### config.mk
export PLATFORM = sky130hd
export DESIGN_NAME = dmem_arbiter
export DESIGN_NICKNAME = d
export VERILOG_FILES = /design/src/rtl/dmem_arbiter_pkg.sv /design/src/rtl/rr_arbiter.sv /design/src/rtl/dmem_arbiter.sv
export SDC_FILE = /design/constraint.sdc
export NUM_CORES = 1
export LEC_CHECK = 0
export CAP_MARGIN = 20
export CORE_AREA = 2 2 162 164
export DETAILED_ROUTE_END_ITERATION = 12
export DIE_AREA = 0 0 164 166
export GPL_ROUTABILITY_DRIVEN = 0
export PLACE_DENSITY = 0.73
export SLEW_MARGIN = 0
export SYNTH_ARGS = -nofsm -noshare
export SYNTH_HDL_FRONTEND = slang
export SYNTH_SLANG_ARGS = --single-unit
### constraint.sdc
create_clock -name clk -period 8.2 [get_ports clk]
set_input_delay 0.82 -clock clk [delete_from_list [all_inputs] [get_ports clk]]
set_output_delay 0.82 -clock clk [all_outputs]
set_load 0.01 [all_outputs]
### src/rtl/dmem_arbiter_pkg.sv
// Shared sizing defaults and helpers for the core-to-data-memory arbiter.
package dmem_arbiter_pkg;

    localparam int unsigned DATA_WIDTH_DEF = 32;
    localparam int unsigned ADDR_WIDTH_DEF = 10;
    localparam int unsigned CORES_MAX      = 8;

    // Index width for n requesters; a single core still needs one bit.
    function automatic int unsigned idx_width(input int unsigned n);
        return (n > 1) ? $clog2(n) : 1;
    endfunction

endpackage

### src/rtl/rr_arbiter.sv
// Round-robin arbiter: picks the first eligible requester at or after the pointer.
module rr_arbiter
    import dmem_arbiter_pkg::*;
#(
    parameter int unsigned N  = 4,
    parameter int unsigned IW = idx_width(N)
) (
    input  logic          clk,
    input  logic          reset,
    input  logic [N-1:0]  eligible,
    input  logic          advance,
    output logic [IW-1:0] grant_idx,
    output logic          any
);

    logic [IW-1:0] ptr;
    int unsigned   scan_idx;

    // Rotating priority scan starting from ptr.
    always_comb begin
        grant_idx = ptr;
        any       = 1'b0;
        scan_idx  = 0;
        for (int unsigned k = 0; k < N; k++) begin
            scan_idx = (32'(ptr) + k) % N;
            if (!any && eligible[IW'(scan_idx)]) begin
                grant_idx = IW'(scan_idx);
                any       = 1'b1;
            end
        end
    end

    always_ff @(posedge clk or posedge reset) begin
        if (reset) begin
            ptr <= '0;
        end else if (advance && any) begin
            ptr <= IW'((32'(grant_idx) + 32'd1) % N);
        end
    end

endmodule

### src/rtl/dmem_arbiter.sv
// Serialises per-core load/store requests onto a single-port data memory:
// one cycle to arbitrate, one cycle to access, ack and read data the cycle after.
module dmem_arbiter
    import dmem_arbiter_pkg::*;
#(
    parameter int unsigned CORES      = 4,
    parameter int unsigned ADDR_WIDTH = ADDR_WIDTH_DEF,
    parameter int unsigned DATA_WIDTH = DATA_WIDTH_DEF
) (
    input  logic                        clk,
    input  logic                        reset,
    input  logic [CORES-1:0]            req,
    input  logic [CORES-1:0]            we,
    input  logic [CORES*ADDR_WIDTH-1:0] addr,
    input  logic [CORES*DATA_WIDTH-1:0] wdata,
    output logic [CORES*DATA_WIDTH-1:0] rdata,
    output logic [CORES-1:0]            ack,
    output logic [CORES-1:0]            stall,
    output logic [ADDR_WIDTH-1:0]       mem_addr,
    output logic                        mem_we,
    output logic [DATA_WIDTH-1:0]       mem_wdata,
    input  logic [DATA_WIDTH-1:0]       mem_rdata,
    output logic [31:0]                 conflicts
);

    localparam int unsigned IW = idx_width(CORES);

    logic                  cmd_valid;
    logic                  cmd_we;
    logic [IW-1:0]         cmd_idx;
    logic [ADDR_WIDTH-1:0] cmd_addr;
    logic [DATA_WIDTH-1:0] cmd_wdata;

    logic [CORES-1:0]      inflight;
    logic [CORES-1:0]      eligible;
    logic [IW-1:0]         grant_idx;
    logic                  grant_any;
    logic                  sel_we;
    logic [ADDR_WIDTH-1:0] sel_addr;
    logic [DATA_WIDTH-1:0] sel_wdata;

    // Winner's request fields and the mask of the core currently in the access stage.
    always_comb begin
        inflight  = '0;
        sel_we    = 1'b0;
        sel_addr  = '0;
        sel_wdata = '0;
        for (int i = 0; i < CORES; i++) begin
            if (cmd_valid && (cmd_idx == IW'(i))) begin
                inflight[i] = 1'b1;
            end
            if (grant_idx == IW'(i)) begin
                sel_we    = we[i];
                sel_addr  = addr[i*ADDR_WIDTH +: ADDR_WIDTH];
                sel_wdata = wdata[i*DATA_WIDTH +: DATA_WIDTH];
            end
        end
    end

    // A core in flight or in its ack cycle is still holding its old request.
    assign eligible = req & ~inflight & ~ack;

    rr_arbiter #(
        .N  (CORES),
        .IW (IW)
    ) u_rr (
        .clk       (clk),
        .reset     (reset),
        .eligible  (eligible),
        .advance   (1'b1),
        .grant_idx (grant_idx),
        .any       (grant_any)
    );

    // Arbitration stage: capture the winner's command.
    always_ff @(posedge clk or posedge reset) begin
        if (reset) begin
            cmd_valid <= 1'b0;
            cmd_we    <= 1'b0;
            cmd_idx   <= '0;
            cmd_addr  <= '0;
            cmd_wdata <= '0;
        end else begin
            cmd_valid <= grant_any;
            if (grant_any) begin
                cmd_we    <= sel_we;
                cmd_idx   <= grant_idx;
                cmd_addr  <= sel_addr;
                cmd_wdata <= sel_wdata;
            end
        end
    end

    // Access stage completion: ack pulse, read data capture, contention count.
    always_ff @(posedge clk or posedge reset) begin
        if (reset) begin
            ack       <= '0;
            rdata     <= '0;
            conflicts <= '0;
        end else begin
            for (int i = 0; i < CORES; i++) begin
                ack[i] <= cmd_valid && (cmd_idx == IW'(i));
                if (cmd_valid && !cmd_we && (cmd_idx == IW'(i))) begin
                    rdata[i*DATA_WIDTH +: DATA_WIDTH] <= mem_rdata;
                end
            end
            if (($countones(eligible) >= 2) && (conflicts != 32'hFFFF_FFFF)) begin
                conflicts <= conflicts + 32'd1;
            end
        end
    end

    // Address and data hold their last values when idle; the strobe drops with reset.
    assign mem_we    = cmd_valid & cmd_we;
    assign mem_addr  = cmd_addr;
    assign mem_wdata = cmd_wdata;
    assign stall     = req & ~ack;

endmodule

==> flow_summary.json, run 1 <==
{
  "hold_buffers": 0,
  "die_w_um": 164,
  "crit_path_max_incr_delay_ns": 0.99,
  "ys_top_cells_by_area": "dfrtp_1, mux2_2, a221oi_1, nor2b_1, nor3_1",
  "finalSetupTns_ns": 0,
  "reg2reg_depth": 12,
  "netlist_area_um2": 9590,
  "power.leakage_nw": 6.03,
  "grt_pass1_vias": 8492,
  "synth_fp_nets": 1031,
  "grt_max_degree": 145,
  "rsz0062_at_grt": "no",
  "area_growth_pct": 55.6,
  "hold_depth": 2,
  "outcome": "finished clean",
  "path_class": "input pin to register",
  "critPathLaunch": "req[3]",
  "min-delay-start": "mem_addr[3]",
  "drtIter0Drc": 381,
  "crit_path_top_delay_cell": "nor2b_4",
  "chipHeight_um": 166,
  "fin_util": 0.582,
  "max_freq_mhz": 219,
  "yosys_warnings": 0,
  "ctsResizeCount": 0,
  "cts_buffers": 24,
  "synth.top_cell.area_share": 0.553,
  "path_common_cell": "o21ai_0",
  "cts-root-buf": "clkbuf_16",
  "dp_cells": 1523,
  "clkTransAtPathRegs_ns": 0.06,
  "cp_cell_sequence": "clkdlybuf4s50_1 > nor2b_1 > a2111oi_0 > o21ai_0 > o211ai_1 > inv_1 > ha_2 > nor2b_4 > a221oi_1 > nor3_1 > a21oi_1 > o21ai_0",
  "grt_pass1_wl_um": 48700,
  "core-area_um2": 25600,
  "worst_pin_slew_ns": 1.10,
  "synth_cell_type_count": 51,
  "powerDensity_nw_per_um2": 432,
  "synth_area_per_cell_um2": 11.8,
  "io_pins": 421,
  "critPathArrivalTime_ns": 5.01,
  "setup_viol": 0,
  "worst_slack_ns": 3.63,
  "post_cts.repair.setup_buffers": 0,
  "wl_per_cell_um": 20.5,
  "hold_viol": 0,
  "synth-seq-cells": 212,
  "pre_cts_slack_ns": 3.20,
  "worstSetupEndpointType": "register",
  "grt_overflow": 0,
  "synth_edf_count": 0,
  "slew_violations": 0,
  "ys_seq_area_frac": 0.553,
  "dpl.hpwl_um": 23500,
  "drt-pass1-iter-count": 5,
  "layout_worst_path_cycle_share": 0.558,
  "drcViolationCount": 0,
  "grt_antenna_before_repair": 8,
  "irDropWorstVdd_v": 0.000311,
  "holdCritPathClass": "register to register",
  "die_area_um2": 27200,
  "start_util": 0.374,
  "synth_common_cells": "dfrtp_1, mux2_2, nand2_1",
  "final_nets": 1431,
  "htree_levels": 1,
  "finalClockSkew_ns": 0.00828,
  "yosysTopAreaCell": "dfrtp_1",
  "via_per_inst": 5.15,
  "synthCells": 815,
  "cts_sinks": 212,
  "drv_cap": 0,
  "via_count": 8119,
  "insertion_delay_ns": 0.52,
  "ctsLongestPathBuffers": 3,
  "wirelength_um": 32200,
  "cts_tree": "done",
  "startpoint_type": "input pin",
  "stdcell_count": 1576,
  "min_period_ns": 4.57,
  "drive_above_1_share": 0.167,
  "postRouteAntennaNets": 0,
  "grt_use_total": 0.231,
  "ys_async_sr_fraction": 1.00,
  "synth_ff_type": "dfrtp_1",
  "slew_headroom": 0.262,
  "portBuffers": 420,
  "critical_path_required_ns": 8.64,
  "reg2reg_from": "cmd_valid",
  "num_rows": 59,
  "cp_max_fo": 45,
  "yosysMostFrequentCell": "dfrtp_1"
}
==> metal layers <==
layer  global-route usage  wire length [um]  share of wire
met5                    0                 0              0
met4               0.0896              1080          0.033
met3               0.0702              2710          0.084
met2                0.412             16700           0.52
met1                0.256             11700           0.36
==> worst paths after layout <==
kind	end	slack, ns
setup / recovery	mem_wdata[7]	3.63
hold / removal	mem_addr[3]	0.48
setup reg to reg	mem_wdata[7]	3.80
hold reg to reg	mem_addr[3]	0.48
max in group asynchronous	rdata[22]	5.73
min in group asynchronous	rdata[125]	0.66
==> cells by family (layout without fill, tap and decap cells) <==
logic type / Yosys count / in the layout / synth area share
mux: 134 / 134 / 0.157
xor+xnor: 28 / 28 / 0.0256
other cells: 0 / 8 / 0
flops: 212 / 212 / 0.553
buf+inv: 67 / 485 / 0.0287
fa+ha+maj: 6 / 6 / 0.00861
simple gates: 219 / 219 / 0.121
compound gates: 149 / 149 / 0.105
==> critical path, delay by kind of cell <==
| family | cells | cell delay, ns |
|---|---|---|
| simple gates | 3 | 1.45 |
| compound gates | 6 | 1.61 |
| buf+inv | 2 | 0.56 |
| fa+ha+maj | 1 | 0.55 |
==> flip-flops by register name, indices dropped and copies added (netlist names) <==
register / count
cmd_we: 1
mem_addr: 10
ack: 4
conflicts: 32
cmd_valid: 1
rdata: 128
mem_wdata: 32
u_rr.ptr: 2
cmd_idx: 2
==> final cells by class <==
type / count / area [um2]
diodes: 8 / 20.0
clock buffers: 35 / 672
clock inverters: 9 / 106
fillers: 2150 / 10700
inverters: 14 / 60.1
multi-input cells: 536 / 4060
flip-flops and latches: 212 / 5310
well taps: 335 / 419
repair buffers: 427 / 4280
==> metrics by stage <==
stage               total power [mW]  instance area (um2)  hold WS [ns]
global route                    6.89                14900         0.513
detailed placement              5.41                14100         0.469
global placement                5.30                14100         0.461
CTS                             6.50                14900         0.483
floorplan                       3.85                 9590         0.498
finish                          6.45                14900         0.478
==> report_power, final <==
group / switching (mW) / leakage, nW / total (mW) / internal, mW
clock: 0.432 / 0.385 / 1.06 / 0.632
sequential: 0.276 / 2.58 / 1.82 / 1.55
combinational: 1.72 / 3.07 / 3.56 / 1.84
==> placed cells by master, fill, tap and decap left out, types with 3 or more instances in the layout <==
cell             count
nand4_1              9
nor2_1               8
nor2b_1             45
nor2_2               4
mux2_2             134
xor2_1              15
nand3b_1             3
clkbuf_16           24
nor3_2               4
o21ai_0             45
a221oi_1            43
clkinv_2             6
nor2_4               3
a21oi_1             46
clkbuf_1             8
inv_1               12
dfrtp_1            212
clkdlybuf4s50_1    420
nor3_1              49
xnor2_1             13
clkbuf_8             3
buf_4                6
nand2_1             63
diode_2              8
and3_1               4
nand3_1             10
No activity file was read; power rests on OpenSTA's default activity.
==> run 2: changes to the inputs <==
Settings changed: PLACE_DENSITY 0.73 to 0.76.
Clock period 8.2 ns to 3.7 ns, I/O delays scaled along.
==> run 2 against run 1 <==
  * Clock power increased by 140%
  * Setup slack worse by 3.2 ns
  * Register-to-register slack got worse by 3.3 ns
  * Utilization up 0.85 points
  * Clock skew increased by 0.0069 ns
  * Global-route usage increased by 0.19 points
  * Sequential cell count stayed put
  * Non-clock buffer count grew 10
  * Design area increased by 1.5%
  * Total power up 130%
  * Final cell count increased by 0.63%
  * Critical path type is now register to register
  * Highest routed layer is now met5
==> flow_summary.json, run 2 (synthesis gave the netlist of run 1 again) <==
{
  "outcome": "finished clean",
  "via_count": 8266,
  "place_area_um2": 14200,
  "cts_sinks": 212,
  "finalClockSkew_ns": 0.0151,
  "grt_pass1_vias": 8478,
  "hold_buffers": 0,
  "cts_buffers": 24,
  "core-area_um2": 25600,
  "hold_viol": 0,
  "final_nets": 1441,
  "cp_max_fo": 42,
  "grt_pass1_wl_um": 49100,
  "irDropWorstVdd_v": 0.000573,
  "drcViolationCount": 0,
  "die_w_um": 164,
  "start_util": 0.374,
  "final_cell_mix": "clkdlybuf4s50_1, dfrtp_1, mux2_2",
  "io_pins": 421,
  "fillers": 2079,
  "htree_levels": 1,
  "drive_above_1_share": 0.178,
  "die_area_um2": 27200,
  "post_cts.repair.setup_buffers": 0,
  "power.total_mw": 14.7,
  "top_register": "rdata",
  "worst_slack_ns": 0.455,
  "pre_cts_slack_ns": 0.163,
  "final_common_cell": "clkdlybuf4s50_1",
  "chipHeight_um": 166,
  "drt-pass1-iter-count": 5,
  "grt_antenna_before_repair": 9,
  "grt_use_total": 0.233,
  "powerDensity_nw_per_um2": 971,
  "slew_violations": 0,
  "dpl.hpwl_um": 24100,
  "grt_overflow": 0,
  "area_growth_pct": 57.9,
  "largest_reg_flops": 128,
  "wl_per_cell_um": 20.4,
  "power.leakage_nw": 6.13,
  "worst_pin_slew_ns": 1.03,
  "min_period_ns": 3.24,
  "drtIter0Drc": 426,
  "max_freq_mhz": 308,
  "drv_cap": 0,
  "worstSetupEndpointType": "register",
  "cts-root-buf": "clkbuf_16",
  "postRouteAntennaNets": 0,
  "wirelength_um": 32300,
  "cts_tree": "done",
  "insertion_delay_ns": 0.52,
  "num_rows": 59,
  "via_per_inst": 5.21,
  "ctsLongestPathBuffers": 3,
  "grt_max_degree": 88,
  "setup_viol": 0,
  "fin_area_um2": 15100,
  "dp_cells": 1534,
  "finalSetupTns_ns": 0,
  "critPathArrivalTime_ns": 3.67,
  "layout_worst_path_cycle_share": 0.877,
  "startpoint_type": "register",
  "rsz0062_at_grt": "no",
  "holdCritPathClass": "input pin to async pin",
  "clkTransAtPathRegs_ns": 0.06,
  "portBuffers": 420,
  "slew_headroom": 0.315,
  "critical_path_required_ns": 4.13,
  "path_class": "register to register",
  "stdcell_count": 1586
}
## run 2: cell count changes in the layout (fill, tap and decap cells not counted), sizes merged
cell,previous run,this run
buf,7,17
clkbuf,35,32
clkinvlp,0,3
bufinv,2,4
clkinv,7,5
diode,8,9
inv,14,13
## run 2: area by class of cell
cell class | count | area [um2] | area share
timing repair buffer | 437 | 4420 | 0.292
clock inverter | 11 | 171 | 0.0113
sequential | 212 | 5310 | 0.351
antenna | 9 | 22.5 | 0.00149
clock buffer | 32 | 691 | 0.0456
multi-input combinational | 536 | 4050 | 0.268
tap | 335 | 419 | 0.0277
inverter | 14 | 56.3 | 0.00372
## run 2: path summary, 6_finish.rpt
kind,endpoint,startpoint,slack (ns),depth (start not counted)
worst min register to register,mem_addr[6],mem_addr[6],0.48,2
worst min-delay path,rdata[16],reset,0.22,2
max in group asynchronous,rdata[37],reset,2.67,3
min in group clk,mem_addr[6],mem_addr[6],0.48,2
worst max register to register,mem_addr[6],cmd_valid,0.46,13
worst max-delay path,mem_addr[6],cmd_valid,0.46,13
## run 2: critical path, stage by stage (launching register included)
cell and delay (ns):
dfrtp_1 0.42, or3b_1 0.27, inv_1 0.09, a2111oi_1 0.53, o21ai_0 0.17, o211ai_1 0.24, inv_1 0.15, ha_2 0.24
nor2b_4 0.13, buf_12 0.23, a221oi_1 0.12, nor3_1 0.34, a21oi_1 0.06, o21ai_0 0.15
## run 2: what timing repair did
| action | CTS | global route |
|---|---|---|
| endpoints found under the hold margin | 0 | 0 |
| resized for setup | 0 | 1 |
| endpoints found under the setup margin | 0 | 1 |
## run 2: metal layers
layer,up-vias,global-route usage,part of all wire
met4,2,0.0961,0.038
met3,71,0.0684,0.084
li1,3752,-,-
met2,361,0.414,0.52
met1,4080,0.258,0.36
met5,-,0,0.00040
## run 2: power breakdown
group          switching, mW  internal (mW)  leakage (nW)
combinational           3.86           4.25          3.13
clock                  0.960           1.59         0.421
sequential             0.612           3.42          2.58
## run 2: per-stage QoR
stage          utilization  hold slack (ns)
6_report             0.591            0.217
5_1_grt              0.591            0.240
4_1_cts              0.590            0.198
3_5_place_dp         0.556            0.470
3_3_place_gp         0.556            0.462
2_1_floorplan            -            0.498
